<file path="src/rtl/pipe_skid_reg.sv">
// Pipeline stage register with valid/ready handshake, two-entry skid buffer,
// synchronous flush, and control fields forced to zero on every bubble.
module pipe_skid_reg #(
  parameter int DATA_W = 32,
  parameter int CTRL_W = 8
) (
  input  logic              clk,
  input  logic              rst,
  input  logic              flush,
  input  logic              in_valid,
  output logic              in_ready,
  input  logic [CTRL_W-1:0] in_ctrl,
  input  logic [DATA_W-1:0] in_data,
  output logic              out_valid,
  input  logic              out_ready,
  output logic [CTRL_W-1:0] out_ctrl,
  output logic [DATA_W-1:0] out_data,
  output logic [1:0]        occupancy
);

  typedef enum logic [1:0] {
    EMPTY = 2'd0,
    ONE   = 2'd1,
    FULL  = 2'd2
  } state_t;

  state_t              state_reg, state_next;
  logic                in_ready_reg, in_ready_next;
  logic [CTRL_W-1:0]   h_ctrl_reg, h_ctrl_next;
  logic [DATA_W-1:0]   h_data_reg, h_data_next;
  logic [CTRL_W-1:0]   s_ctrl_reg, s_ctrl_next;
  logic [DATA_W-1:0]   s_data_reg, s_data_next;

  logic accept;
  logic take;

  assign accept = in_valid && in_ready_reg;
  assign take   = (state_reg != EMPTY) && out_ready;

  always_comb begin
    state_next  = state_reg;
    h_ctrl_next = h_ctrl_reg;
    h_data_next = h_data_reg;
    s_ctrl_next = s_ctrl_reg;
    s_data_next = s_data_reg;

    case (state_reg)
      EMPTY: begin
        if (accept) begin
          state_next  = ONE;
          h_ctrl_next = in_ctrl;
          h_data_next = in_data;
        end
      end
      ONE: begin
        if (accept && take) begin
          h_ctrl_next = in_ctrl;
          h_data_next = in_data;
        end else if (accept) begin
          state_next  = FULL;
          s_ctrl_next = in_ctrl;
          s_data_next = in_data;
        end else if (take) begin
          // Head becomes a bubble: its control bits must not linger.
          state_next  = EMPTY;
          h_ctrl_next = '0;
        end
      end
      FULL: begin
        if (take) begin
          state_next  = ONE;
          h_ctrl_next = s_ctrl_reg;
          h_data_next = s_data_reg;
          s_ctrl_next = '0;
        end
      end
      default: begin
        state_next  = EMPTY;
        h_ctrl_next = '0;
        s_ctrl_next = '0;
      end
    endcase

    // Flush discards everything, including a same-cycle accept; payload may stay stale.
    if (flush) begin
      state_next  = EMPTY;
      h_ctrl_next = '0;
      s_ctrl_next = '0;
    end

    in_ready_next = (state_next != FULL);
  end

  always_ff @(posedge clk or posedge rst) begin
    if (rst) begin
      state_reg    <= EMPTY;
      in_ready_reg <= 1'b0;
      h_ctrl_reg   <= '0;
      h_data_reg   <= '0;
      s_ctrl_reg   <= '0;
      s_data_reg   <= '0;
    end else begin
      state_reg    <= state_next;
      in_ready_reg <= in_ready_next;
      h_ctrl_reg   <= h_ctrl_next;
      h_data_reg   <= h_data_next;
      s_ctrl_reg   <= s_ctrl_next;
      s_data_reg   <= s_data_next;
    end
  end

  assign in_ready  = in_ready_reg;
  assign out_valid = (state_reg != EMPTY);
  assign out_ctrl  = h_ctrl_reg;
  assign out_data  = h_data_reg;
  assign occupancy = state_reg;

endmodule
</file>
<file path="config.mk">
export PLATFORM = sky130hd
export DESIGN_NAME = pipe_skid_reg
export DESIGN_NICKNAME = d
export VERILOG_FILES = /design/src/rtl/pipe_skid_reg.sv
export SDC_FILE = /design/constraint.sdc
export NUM_CORES = 1
export LEC_CHECK = 0
export CAP_MARGIN = 20
export CORE_UTILIZATION = 25
export CTS_CLUSTER_SIZE = 10
export DETAILED_ROUTE_END_ITERATION = 7
export PLACE_DENSITY = 0.58
export SYNTH_ARGS = -nofsm -noshare
export SYNTH_HDL_FRONTEND = slang
export SYNTH_SLANG_ARGS = --single-unit
</file>
<file path="constraint.sdc">
create_clock -name clk -period 3.2 [get_ports clk]
set_clock_uncertainty 0.1 [all_clocks]
set_input_delay 0.96 -clock clk [delete_from_list [all_inputs] [get_ports clk]]
set_output_delay 0.96 -clock clk [all_outputs]
set_load 0.05 [all_outputs]
</file>
After elaboration in Yosys (flattened, before gate mapping) --
Cells that the tools add are included.
Word-level totals: register bits after elaboration 83, bits of input ports 45, output and inout port bits 44
Cells by class: equal/unequal tests 13, mux-type cells 21, bitwise operators 1, reductions and logical operators 10
Operators by type and width (number):
- $mux 32 | 3
- $pmux 32 s3 | 1
- $mux 8 | 8
- $pmux 8 s3 | 2
- $mux 2 | 6
- $ne 3x3->1 const B | 4
- $reduce_and 4->1 | 3
- $ne 2x2->1 const B | 5
- $ne 4x4->1 const B | 2
- $pmux 2 s3 | 1
- $logic_and 1x1->1 | 3
- $reduce_and 3->1 | 1
- $reduce_bool 3->1 | 1
- $eq 2x1->1 const B | 1
- $eq 2x2->1 const B | 1
- $logic_not 2->1 | 1
- $reduce_bool 2->1 | 1
- $not 1->1 | 1

Logic depth before layout (Yosys ltp) --
Gate-level depths: netlist (run 1).
word-level depth 8, mapped depth 6, gate-level depth less buffers 4

Least setup slack after synthesis (run 1) --
Ideal clock, no wire load.
kind flip-flop to output port, from reg state_reg[1], in the netlist occupancy[1], to out out_valid, arrival 1.473 ns, required time 2.140 ns, setup slack 0.667 ns, cell stages (with the launch flop) 4, buffers on the path 2, cell sequence dfrtp_1 > buf_2 > buf_2 > or2_2
Between the ends: cells in the longest elaborated chain, start to end 1
Ends and longest elaborated chain:
- start: declaration | line 27 | state_t state_reg, state_next;
- start signal: assignment | line 103 | state_reg <= state_next;
- $reduce_bool 2->1 | line 113 | assign out_valid = (state_reg != EMPTY);
- end: declaration | line 14 | output logic out_valid,
Every way passes these cells.

Worst setup path after layout (run 1) --
from reg in_ready_reg, in the netlist in_ready, to out in_ready
RTL lines:
- start: declaration | line 28 | logic in_ready_reg, in_ready_next;
- start signal: assignment | line 104 | in_ready_reg <= in_ready_next;
- end: declaration | line 11 | output logic in_ready,
No word-level cell between the ends.

==> results.cfg, run 1 <==
[clock_tree]
post_cts_hold_buffer_count = 0
cts-buffers-inserted = 9
cts_setup_buffers = 0
cts_h_tree_depth = 3
root_driver = clkbuf_16
clk-insertion-delay-late_ps = 340
cts_tree = done
worst_setup_hold_path_clk_slew_ps = 60
cts_resized = 0
clock_path_buffers = 2
clkSinkCount = 83

[pwr]
ir_worst_vdd_mv = 0.255
total_leakage_power_nw = 2.31
power-per-cell-area_nw_per_um2 = 656

[grt]
met2_usage_pct = 18.3
grt_overflow = 0
grt.total_usage_pct = 11.9
grt_antenna_before_repair = 0
maximum_number_of_pins_on_one_net_before_global_route_repair = 65
grt_pass1_vias = 2714
grt_pass1_wl_um = 13600
grt_use_met1_pct = 15.2
met3_demand_to_capacity_share_in_global_routing_pct = 3.80
busiest_layer = met2

[critical_path]
worst-setup-path-type = reg -> out
worstPathMaxFanout = 6
cells_along_the_critical_path = clkdlybuf4s50_1
cp_data_arrival_time_ps = 1590
cp.buffers_inverters = 1
critical-path-slowest-cell = clkdlybuf4s50_1
crit_required_ps = 2140
critPathLaunchType = register
worst_path_dominant_cell_family = buffers and inverters
worstSetupEndpointType = primary output
max_stage_delay_ps = 830

[logic_synthesis]
synth_seq_area_share_pct = 56.0
syn_area_sq_um = 3710
synth_cells = 311
async_flop_share_pct = 100
post_synth_most_frequent_cells = 83 x dfrtp_1, 41 x mux2i_1, 34 x a21oi_1
number_of_distinct_library_cells_after_synthesis = 31
synth_top_area_share_pct = 56.0
yosysWarnings = 0
synth-seq-cells = 83
synth_area_per_cell_sq_um = 11.9
ys_dominant_reg_cell = dfrtp_1
synth.most_common_cell = dfrtp_1
synth_enable_flop_cells = 0
mappedNetlistNets = 356
post_synth_main_area_contributors = dfrtp_1 56%, mux2i_1 11%, mux2_1 9.1%
yosys.area.top_type = dfrtp_1

[timing]
slew_at_the_pin_with_the_worst_max_slew_slack_ps = 584
max-slew-margin-rel_pct = 61.0
timing.final.crit_period_ps = 2650
setup-tns-final_ps = 0
post-route-period-util_pct = 82.9
final.hold.worst_slack_ps = 383
slew_viol_final = 0
rsz0062_at_grt = false
fmax_ghz = 0.377
total_setup_violations_reported_at_the_end_of_the_flow = 0
timing.final.hold_violations = 0

[final_layout]
regArea_sq_um = 2080
finalNetCount = 443
fin_area_sq_um = 5150
finish.cell_count_without_fillers = 585
multi_input_area_sq_um = 1510
fillers = 1410
synthToLayoutAreaGrowth_pct = 38.9
layout_cell_share_with_drive_strength_beyond_1_pct = 8.73
insertedDiodeCount = 0

[floorplan]
ios = 89
initial_utilization_pct = 25.6
core.rowCount = 44
design.die.area_sq_um = 15300
die_width_um = 124
placeableCoreArea_sq_um = 14500
chipHeight_um = 124

[drt]
detailroute.via_count = 2633
drc_errors = 0
drt-vias-per-instance = 4.50
drt_pre_antenna_iters = 4
wire_per_inst_um = 14.7
drt-initial-drc-count = 118
route.antenna.remaining_nets = 0
totalWireLength_um = 8600

[placement]
finalWeightedCongestion = 0.757
numPlacedInstances = 571
portBuffers = 88
placed_area_sq_um = 4820
detailedPlacementHpwl_um = 5900

[flow_run]
timing.max_cap.violations = 0

[worst_hold_path]
hold_path_class = reg -> reg

[status]
outcome = finished, final reports clean
## layer usage
layer / part of all wire (%) / up-vias
li1: - / 1269
met1: 46 / 1287
met2: 47 / 66
met3: 4.9 / 11
met4: 2.0 / 0
met5: 0 / -
## path summary, 6_finish.rpt
kind                               start        endpoint  slack (ps)  depth (start not counted)
min reg2reg                s_data_reg[8]   s_data_reg[8]         380                          1
max                             in_ready        in_ready         550                          1
max in group asynchronous            rst   s_data_reg[4]        1500                          3
max reg2reg                 occupancy[1]  s_data_reg[29]        1290                          6
min in group asynchronous            rst    out_data[18]         890                          2
min                        s_data_reg[8]   s_data_reg[8]         380                          1
## cell type report
type                            count  area share, %
Clock buffer                        9           4.37
Clock inverter                      5           2.02
Multi-Input combinational cell    205           29.4
Timing Repair Buffer               97           19.3
Sequential cell                    83           40.3
Tap cell                          184           4.47
Inverter                            2          0.170
## placed cells by master (no fill, tap or decap), types with 4 or more instances in the layout
| cell | count |
|---|---|
| clkbuf_16 | 9 |
| nand2b_1 | 8 |
| mux2_1 | 30 |
| nand3_1 | 8 |
| o21ai_0 | 6 |
| dfrtp_1 | 83 |
| nor2_1 | 33 |
| a22o_1 | 8 |
| buf_12 | 4 |
| buf_4 | 7 |
| a21oi_1 | 34 |
| clkdlybuf4s50_1 | 86 |
| mux2i_1 | 41 |
| nand2_1 | 7 |
| o21ai_1 | 8 |
## report_power, final
part | internal, mW | switching, mW
Sequential | 1.25 | 0.105
Clock | 0.753 | 0.417
Combinational | 0.339 | 0.508
Total | 2.35 | 1.03
## cells by family after synthesis
family,share of synthesized area (%)
AOI/OAI and AO/OA,10.6
DFF,56.0
and+or+nand+nor,9.21
muxes,20.8
buffers and inverters,3.41
## per-stage QoR
stage / setup slack (ps) / utilization [%] / power, mW
after floorplan: 3.21 / - / 1.91
after global placement: 477 / 33.3 / 2.21
after detailed placement: 422 / 33.3 / 2.24
after CTS: 535 / 35.6 / 3.43
after global routing: 485 / 35.6 / 3.54
final: 546 / 35.6 / 3.38
(Power assumes the default switching activity.)
==> inputs of run 2 (changes only) <==
Clock period 3.2 ns to 2.2 ns, I/O delays scaled along.
==> run 2 against run 1 <==
Compared with the run above: final area increased by 0.29%; sequential cell count unchanged; worst hold slack got worse by 1.3 ps; critical endpoint is now out_valid.
==> results.cfg, run 2 (synthesis gave the netlist of run 1 again) <==
[status]
outcome = finished, final reports clean

[drt]
drt-initial-drc-count = 122
drt-vias-per-instance = 4.59
route.antenna.remaining_nets = 0
wire_per_inst_um = 14.7
drc_errors = 0
totalWireLength_um = 8810
detailroute.via_count = 2758
drt_pre_antenna_iters = 4

[grt]
grt_pass1_wl_um = 13700
grt_antenna_before_repair = 0
grt_overflow = 0
grt.total_usage_pct = 11.9
maximum_number_of_pins_on_one_net_before_global_route_repair = 84
grt_pass1_vias = 2725

[pwr]
pwr-share-comb_pct = 25.7
total_leakage_power_nw = 2.41
p_clk_share_pct = 32.6
seq_power_share_pct = 41.7
ir_worst_vdd_mv = 0.392
finalPower_mw = 4.76
intPower_mw = 3.25
power.net_switching_mw = 1.51
netSwitchingFraction_pct = 31.7
power-per-cell-area_nw_per_um2 = 920

[timing]
setup-tns-final_ps = 0
slew_at_the_pin_with_the_worst_max_slew_slack_ps = 510
timing.final.crit_period_ps = 2130
fmax_ghz = 0.469
timing.final.hold_violations = 0
rsz0062_at_grt = false
total_setup_violations_reported_at_the_end_of_the_flow = 0
post-route-period-util_pct = 96.9
slew_viol_final = 0
max-slew-margin-rel_pct = 66.0
fin_ws_ps = 68.6

[worst_hold_path]
min_delay_path_depth = 1
hold_path_class = reg -> reg
hold_path.startpoint = s_data_reg[18]
hold_end = s_data_reg[18]

[final_layout]
mostFrequentLayoutCells = 82 x dfrtp_1, 60 x buf_4, 44 x clkdlybuf4s50_1, 41 x mux2i_1, 34 x a21oi_1
layout_cell_share_with_drive_strength_beyond_1_pct = 22.1
fillers = 1445
finish.cell_count_without_fillers = 601
synthToLayoutAreaGrowth_pct = 39.3
final_common_cell = dfrtp_1
insertedDiodeCount = 0
finalNetCount = 457

[placement]
place_ws_ps = -264
finalWeightedCongestion = 0.764
numPlacedInstances = 582
detailedPlacementHpwl_um = 5740
portBuffers = 88

[clock_tree]
cts_tree = done
clkSinkCount = 83
cts-buffers-inserted = 9
clk-insertion-delay-late_ps = 330
clock_path_buffers = 2
post_cts_hold_buffer_count = 0
root_driver = clkbuf_16
worst_setup_hold_path_clk_slew_ps = 60
cts_h_tree_depth = 3

[floorplan]
initial_utilization_pct = 25.6
chipHeight_um = 124
die_width_um = 124
design.die.area_sq_um = 15300
core.rowCount = 44
placeableCoreArea_sq_um = 14500
ios = 89

[critical_path]
worst_path_dominant_cell_family = flip-flops
critical_path.reg2reg.startpoint = occupancy[0]
worstPathMaxFanout = 9
worstSetupEndpointType = primary output
max_stage_delay_ps = 490
worst-setup-path-type = reg -> out
timing.reg2reg.worst_path_depth = 4
crit-reg2reg-capture = out_ctrl[6]
ff2ff_setup_slack_ps = 400
path_depth = 2
cp.buffers_inverters = 1
critPathLaunchType = register
cp_data_arrival_time_ps = 1370
cells_along_the_critical_path = or2_2, buf_4
crit_required_ps = 1440
critical-path-slowest-cell = dfrtp_1

[flow_run]
timing.max_cap.violations = 0
-- run 2: cell types whose count changed in the layout (fill, tap and decap cells not counted), moves of 2 or more --
| cell | previous run | this run |
|---|---|---|
| clkinvlp_4 | 0 | 2 |
| clkdlybuf4s50_1 | 86 | 44 |
| buf_4 | 7 | 60 |
| clkbuf_8 | 0 | 2 |
| bufinv_16 | 3 | 1 |
| clkinv_2 | 2 | 0 |
| clkbuf_1 | 0 | 2 |
-- run 2: per-stage QoR --
stage | cell area (sq um) | utilization, % | hold WS [ps]
CTS | 5130 | 35.5 | 389
floorplan | 3710 | - | 357
global route | 5170 | 35.7 | 403
finish | 5170 | 35.7 | 382
detailed placement | 4830 | 33.3 | 375
global placement | 4830 | 33.3 | 366
-- run 2: timing repair --
action                     4_1_cts  5_1_grt
hold endpoints to repair         0        0
gates resized for setup          0        1
setup endpoints to repair        0       17
buffers inserted                 0        2
-- run 2: worst max-delay path by stage --
stage | start | endpoint
6_report | occupancy[0] | out_valid
5_1_grt | out_ready | s_ctrl_reg[0]
4_1_cts | occupancy[1] | out_valid
3_5_place_dp | in_valid | out_data[30]
3_3_place_gp | in_valid | out_data[24]
2_1_floorplan | occupancy[1] | out_valid
-- run 2: per-layer routing --
metal  vias to the layer above  share of wire [%]  GRT usage, %
met1                      1364                 49          15.8
met4                         0                1.9          4.74
met2                        78                 44          17.7
met3                        13                5.0          3.89
met5                         -                  0             0
li1                       1303                  -             -
-- run 2: layout make-up --
type                    count  area (sq um)  share of cell area, %
repair buffers            111          1030                   19.9
well taps                 184           230                   4.46
multi-input cells         205          1510                   29.3
flip-flops and latches     83          2080                   40.2
clock buffers              13           260                   5.04
clock inverters             3          46.3                  0.896
inverters                   2          11.3                  0.218
-- run 2: power groups by stage --
stage,Combinational [mW],Clock (mW),Sequential (mW)
2_1_floorplan,0.406,0,2.38
3_3_place_gp,1.20,0,2.00
3_5_place_dp,1.22,0,2.01
4_1_cts,1.22,1.60,1.98
5_1_grt,1.31,1.67,2.02
6_report,1.22,1.55,1.98
-- run 2: worst register-to-register path, cell delays in order (launching register included) --
cell	delay, ps
dfrtp_1	490
nor2b_4	180
or3_1	390
and3b_1	280
a22o_1	260
